<file path="config.mk">
export PLATFORM = sky130hd
export DESIGN_NAME = axis_multi_sink
export DESIGN_NICKNAME = d
export VERILOG_FILES = /design/src/rtl/axis_multi_sink.sv
export SDC_FILE = /design/constraint.sdc
export NUM_CORES = 1
export LEC_CHECK = 0
export ABC_AREA = 1
export BUFFER_PORTS_ARGS = -buffer_cell sky130_fd_sc_hd__buf_4
export CAP_MARGIN = 20
export CORE_AREA = 2 2 322 324
export DETAILED_ROUTE_END_ITERATION = 6
export DIE_AREA = 0 0 324 326
export SLEW_MARGIN = 20
export SYNTH_ARGS = -nofsm -noshare
export SYNTH_HDL_FRONTEND = slang
export SYNTH_SLANG_ARGS = --single-unit
</file>
<file path="constraint.sdc">
create_clock -name clk -period 4.8 [get_ports clk]
set_clock_uncertainty 0.1 [all_clocks]
set_input_delay 0.24 -clock clk [delete_from_list [all_inputs] [get_ports clk]]
set_output_delay 0.24 -clock clk [all_outputs]
set_load 0.1 [all_outputs]
</file>
<file path="src/rtl/axis_multi_sink.sv">
// axis_multi_sink: NCH-channel AXI-Stream terminator with programmable backpressure,
// per-channel beat/packet/byte counters and tkeep legality checking.
module axis_multi_sink #(
    parameter int          DW     = 128,
    parameter int          NCH    = 3,
    parameter int          CW     = 32,
    parameter int          PERIOD = 4,
    parameter logic [15:0] SEED   = 16'hACE1
) (
    input  logic                  clk,
    input  logic                  reset,
    input  logic [1:0]            mode,
    input  logic                  clear,
    input  logic [NCH*DW-1:0]     axis_rx_tdata,
    input  logic [NCH*DW/8-1:0]   axis_rx_tkeep,
    input  logic [NCH-1:0]        axis_rx_tlast,
    input  logic [NCH-1:0]        axis_rx_tvalid,
    output logic [NCH-1:0]        axis_rx_tready,
    output logic [NCH*CW-1:0]     beat_count,
    output logic [NCH*CW-1:0]     pkt_count,
    output logic [NCH*CW-1:0]     byte_count,
    output logic [NCH*CW-1:0]     err_count,
    output logic [NCH-1:0]        err_flag
);
    localparam int KB = DW / 8;
    localparam int KW = $clog2(KB) + 1;
    localparam int PW = PERIOD > 1 ? $clog2(PERIOD) : 1;

    logic [PW-1:0] pcnt;

    function automatic logic [KW-1:0] popcnt(input logic [KB-1:0] k);
        popcnt = '0;
        for (int b = 0; b < KB; b++) popcnt += KW'(k[b]);
    endfunction

    function automatic logic [CW-1:0] sat_add(input logic [CW-1:0] a, input logic [CW-1:0] b);
        logic [CW:0] s;
        s = {1'b0, a} + {1'b0, b};
        return s[CW] ? '1 : s[CW-1:0];
    endfunction

    always_ff @(posedge clk) begin
        if (reset) pcnt <= '0;
        else pcnt <= (pcnt == PW'(PERIOD - 1)) ? '0 : pcnt + PW'(1);
    end

    genvar i;
    for (i = 0; i < NCH; i++) begin : g_ch
        logic [15:0]   lfsr;
        logic          rdy, flag, acc, last, bad;
        logic [KB-1:0] keep, keep_inc;
        logic [CW-1:0] beat_q, pkt_q, byte_q, err_q;

        always_comb begin
            keep     = axis_rx_tkeep[i*KB +: KB];
            keep_inc = keep + KB'(1);
            last     = axis_rx_tlast[i];
            acc      = axis_rx_tvalid[i] & rdy;
            // a last beat must be a non-empty run of ones starting at byte 0
            bad      = last ? (keep == '0 || (keep & keep_inc) != '0) : (keep != '1);
        end

        always_ff @(posedge clk) begin
            if (reset) begin
                lfsr   <= SEED ^ 16'(i);
                rdy    <= 1'b0;
                flag   <= 1'b0;
                beat_q <= '0;
                pkt_q  <= '0;
                byte_q <= '0;
                err_q  <= '0;
            end else begin
                lfsr <= {lfsr[14:0], lfsr[15] ^ lfsr[13] ^ lfsr[12] ^ lfsr[10]};
                rdy  <= mode == 2'd0 ? 1'b1 : mode == 2'd1 ? 1'b0 :
                        mode == 2'd2 ? (lfsr[1] | lfsr[0]) : (pcnt == '0);
                if (clear) begin
                    flag   <= 1'b0;
                    beat_q <= '0;
                    pkt_q  <= '0;
                    byte_q <= '0;
                    err_q  <= '0;
                end else if (acc) begin
                    flag   <= flag | bad;
                    beat_q <= sat_add(beat_q, CW'(1));
                    pkt_q  <= sat_add(pkt_q, CW'(last));
                    byte_q <= sat_add(byte_q, CW'(popcnt(keep)));
                    err_q  <= sat_add(err_q, CW'(bad));
                end
            end
        end

        assign axis_rx_tready[i]       = rdy;
        assign err_flag[i]             = flag;
        assign beat_count[i*CW +: CW]  = beat_q;
        assign pkt_count[i*CW +: CW]   = pkt_q;
        assign byte_count[i*CW +: CW]  = byte_q;
        assign err_count[i*CW +: CW]   = err_q;
    end

    logic unused_tdata;
    assign unused_tdata = ^axis_rx_tdata;
endmodule
</file>
=== Yosys cells after proc, flatten, opt, wreduce, memory -nomap -nowiden ===
Index checks and enable logic that the tools add are counted.

* Register bits after elaboration: 440
* Bits of input ports: 443
* Output and inout bits: 390
* Logic and storage cells: 147

* Add/sub/neg operators: 61
* Equal/unequal tests: 6
* Muxes and demuxes: 24
* Bitwise logic cells: 21
* Reductions and logical operators: 13

{| class="wikitable"
|+ Operators by type and width
! kind !! number
|-
| $mux W32 || 12
|-
| $add A32 B1 Y33 || 6
|-
| $add A5 B1 Y5 || 33
|-
| $add A32 B1 Y33 const B || 3
|-
| $add A32 B5 Y33 || 3
|-
| $add A16 B1 Y16 const B || 3
|-
| $and A16 B16 Y16 || 3
|-
| $logic_not A16 Y1 || 3
|-
| $ne A16 B16 Y1 const B || 3
|-
| $reduce_bool A16 Y1 || 3
|-
| $add A4 B1 Y5 || 3
|-
| $add A3 B1 Y4 || 3
|-
| $mux W1 || 12
|-
| $add A2 B1 Y3 || 3
|-
| $xor A1 B1 Y1 || 9
|-
| $add A1 B1 Y2 || 3
|-
| $or A1 B1 Y1 || 6
|-
| $eq A2 B2 Y1 const B || 2
|-
| $logic_not A2 Y1 || 2
|-
| $reduce_or A2 Y1 || 2
|-
| $and A1 B1 Y1 || 3
|-
| $logic_or A1 B1 Y1 || 3
|-
| $add A2 B1 Y2 const B || 1
|-
| $eq A2 B1 Y1 const B || 1
|}

=== Longest topological paths before layout ===
* Depth in word-level cells: 17
* Gate-level depth with buffers: 25
* Depth with buffers taken out: 25

=== Worst setup path after synthesis ===
Ideal clock, no wire load.

* Path kind: flip-flop to flip-flop
* From: register g_ch[2].byte_q[0]
* To: register g_ch[2].byte_q[14]
* Library setup time: 115 ps
* Data arrival time: 4309 ps
* Data required time: 4585 ps
* Setup slack: 276 ps
* Cell stages (with the launch flop): 18
* Buffers on the path: 1
* Period minus slack after synthesis: 4524 ps
* Cell sequence: dfxtp_1 inv_1 fa_1 fa_1 fa_1 fa_1 inv_1 fa_1 nand3_1 nand2_1 nand2_1 nand2_2 nand2_1 nor2_1 nand2_1 buf_2 nand2_1 o21a_1

* Word-level cells in the longest chain between the ends: 2

{| class="wikitable"
|+ Ends and longest elaborated chain
! item !! line !! source
|-
| start, declared || 52 || <nowiki>logic [CW-1:0] beat_q, pkt_q, byte_q, err_q;</nowiki>
|-
| start signal, assigned || 86 || <nowiki>byte_q <= sat_add(byte_q, CW'(popcnt(keep)));</nowiki>
|-
| $add A32 B5 Y33 || 38 || <nowiki>s = {1'b0, a} + {1'b0, b};</nowiki>
|-
| $mux W32 || 39 || <nowiki>return s[CW] ? '1 : s[CW-1:0];</nowiki>
|}

Every way passes these cells.
A chain may end at the register's enable or synchronous reset.

=== Worst setup path in the final report ===
* From: register g_ch[0].byte_q[0]
* To: register g_ch[0].byte_q[27]

* Word-level cells in the longest chain between the ends: 2

{| class="wikitable"
|+ Ends and longest elaborated chain
! item !! line
|-
| start, declared || 52
|-
| start signal, assigned || 86
|-
| $add A32 B5 Y33 || 38
|-
| $mux W32 || 39
|}

Every way passes these cells.

==> summary.md <==
• **run status** finished clean
• **total power divided by cell area** 269 mW/mm²
• **setup slack after layout** 0.436 ns
• **Routed WL per cell** 15.3 µm
• **H-tree depth** 2
• **f_max** 229 MHz
• **number of fill cells in the layout** 11100
• **clock tree from TritonCTS** done
• **nets in the synthesized netlist** 4500
• **area delta synth->final** 25.7%
• **Maximum Capacitance Violations** 0
• **number of cells after detailed placement** 5720
• **capturing element type of the critical path** register
• **synthesized area divided by synthesized cell count** 6.67 µm²
• **Syn Inst Count** 3971
• **DR iter-0 viols** 1455
• **GRT Max-Usage Layer** met2
• **worst path arrival time** 4.83 ns
• **detailed-route via count** 26900
• **top library cells by usage in the layout, fill and taps aside** nand2_1 (981), nor2_1 (503), inv_1 (495), buf_4 (467), dfxtp_1 (440)
• **die footprint** 0.106 mm²
• **Post-CTS Repair Setup Buffers** 0
• **Clk Tree Root Cell** clkbuf_16
• **DRC violation count after routing** 0
• **final total power** 0.00895 W
• **count of state elements after synthesis** 440
• **met2 usage in global routing** 25.9%
• **via count of the first global-routing pass** 25000
• **total track usage** 16.4%
• **core region area** 0.103 mm²
• **area share of the leading cell type in the synthesized netlist** 33.3%
• **hold_sp** axis_rx_tkeep[28]
• **fin. max-slew vios** 0
• **effective utilization at floorplan** 25.8%
• **Final nets** 4938
• **height of the die** 326 µm
• **Max clock buf depth** 3
• **startpoint types** register
• **chip width** 324 µm
• **final design instance area without fill** 0.0333 mm²
• **overall routed net length** 89400 µm
• **number of endpoints with negative hold slack in the final report** 0
• **critical path launch point** g_ch[0].byte_q[0]$_SDFFE_PP0P_
• **Worst-path clk slew** 0.06 ns
• **FF-to-FF Start** g_ch[0].byte_q[0]$_SDFFE_PP0P_
• **path type of the worst setup path** register to register
• **Period Utilization, post-route** 90.9%
• **Final Non-Filler Cells** 5833
• **worst max-slew margin expressed relative to the limit** 36.9%
• **RD Place Congestion** 0.925
• **area leader, netlist** dfxtp_1
• **met3 global-route usage** 6.90%
• **final critical delay including setup and external delays** 4.36 ns
• **Post-Syn Area** 0.0265 mm²
• **Synth warnings** 0
• **maximum fanout along the worst path** 24
• **fraction of layout instances using a drive strength above 1** 15.7%
• **number of nets with antenna violations after detailed routing** 0
• **global-route track usage on met1** 20.3%
• **largest net degree at the start of global routing** 138
• **first-pass GRT wire length** 139000 µm
• **area post-placement** 0.0313 mm²
• **worst min path class** input port to register
• **most common cell after layout, fill and taps aside** nand2_1
• **worst slack at placement** -0.0563 ns
• **HPWL after detailed placement** 69000 µm
• **DR vias/cell** 4.61
• **number of CTS-inserted buffers** 54
• **Pre-Repair DR Iteration Count** 6
• **clock sinks** 440
• **Static Leakage** 13.6 nW
• **clock latency on the worst-skew pair** 0.64 ns
• **unrepaired setup endpoints after global routing** no
• **count of unique library cells instantiated by Yosys** 47
• **standard-cell row count** 118
• **I/O pin count** 833
• **cells taking the most area after synthesis** dfxtp_1 (33%), nand2_1 (14%), nor2_1 (7.1%), inv_1 (7.0%), a21oi_1 (5.3%)
• **Worst EP required** 5.27 ns
• **post-synthesis sequential area ratio** 33.3%
• **Port Buf Inserts** 448
• **number of antenna violations at the first check in global routing** 3
• **maximum vdd drop** 0.252 mV
• **measured slew at the worst slew-check pin** 0.947 ns
• **overflow left after global routing** 0
• **Final setup viols** 0
-- critical path, cell delays in order, from the launching register on --
cell	delay [ns]
dfxtp_1	0.38
inv_1	0.09
fa_1	0.52
fa_1	0.55
fa_1	0.45
fa_1	0.37
inv_1	0.09
fa_1	0.22
nand3_1	0.09
nand3_1	0.12
nand2_1	0.07
nand2_1	0.20
nand4_1	0.18
nor2_2	0.20
nand2_2	0.33
nand3_1	0.20
nand2_1	0.06
inv_1	0.06
-- power by group --
part / internal (W) / total [W] / switching (W)
clock network: 0.00259 / 0.00433 / 0.00174
logic: 0.000317 / 0.000904 / 0.000587
registers: 0.00369 / 0.00372 / 0.0000236
total: 0.00660 / 0.00895 / 0.00235
-- registers in the layout (all words and copies together), names as in the netlist --
register and cells:
g_ch.lfsr 48, g_ch.beat_q 96, pcnt 2, g_ch.flag 3, g_ch.err_q 96, g_ch.pkt_q 96, g_ch.byte_q 96, g_ch.rdy 3
-- routing by layer --
metal | routed length (µm) | part of all wire [%] | up-vias
met4 | 2050 | 2.3 | 0
met2 | 38800 | 43 | 849
met1 | 38300 | 43 | 12300
li1 | - | - | 13600
met5 | 0 | 0 | -
met3 | 10300 | 12 | 128
-- cell families after synthesis --
| kind of cell | count (synthesis) | share of synthesized area (%) |
|---|---|---|
| AOI/OAI and AO/OA | 448 | 9.03 |
| xor gates and xnor gates | 211 | 6.98 |
| adders and majority gates | 86 | 5.08 |
| buffers and inverters | 600 | 8.93 |
| DFF | 440 | 33.3 |
| and+or+nand+nor | 2186 | 36.7 |
-- metrics by stage --
| step | util [%] | hold WS (ns) | TNS (ns) |
|---|---|---|---|
| finish | 32.4 | 0.0583 | 0 |
| floorplan | - | 0.288 | 0 |
| detailed placement | 30.5 | 0.294 | -0.164 |
| global placement | 30.5 | 0.290 | 0 |
| global route | 32.4 | 0.0576 | 0 |
| CTS | 32.4 | 0.000285 | 0 |
-- cell type report --
cell class	instances	area, µm²	area share [%]
timing repair buffer	483	3700	11.1
multi-input combinational	2931	15300	46.0
inverter	499	1880	5.65
clock inverter	26	353	1.06
antenna	2	5.00	0.0150
clock buffer	72	1510	4.53
tap	1380	1730	5.19
sequential	440	8810	26.5
-- final timing paths --
| kind | to | slack (ns) | cells after the start |
|---|---|---|---|
| worst max-delay path | g_ch[0].byte_q[27]$_SDFFE_PP0P_ | 0.44 | 17 |
| worst min-delay path | g_ch[1].flag$_SDFFE_PP0P_ | 0.06 | 5 |
| worst max register to register | g_ch[0].byte_q[27]$_SDFFE_PP0P_ | 0.44 | 17 |
| worst min register to register | g_ch[1].lfsr[4]$_SDFF_PP0_ | 0.30 | 2 |
-- synthesized netlist by cell type, drive strengths merged --
library cell  instances
dfxtp               440
inv                 496
nor2                532
a21oi               291
xnor2                76
and2                  2
ha                   50
and3                  4
fa                   36
or2                  56
buf                  41
nor4                 11
clkinv                3
a31oi                33
o21a                  2
or3                   1
a21boi                2
nand3               272
xor2                135
nor3                159
nand4               110
nand3b               33
o211ai                3
o21ai               102
clkbuf               60
nor3b                 7
o21bai               15
nand2               999
-- repair_timing --
item	4_1_cts	5_1_grt
hold endpoints to repair	39	0
gates resized for setup	0	0
hold buffers	13	0
No activity file was read; power rests on OpenSTA's default activity.
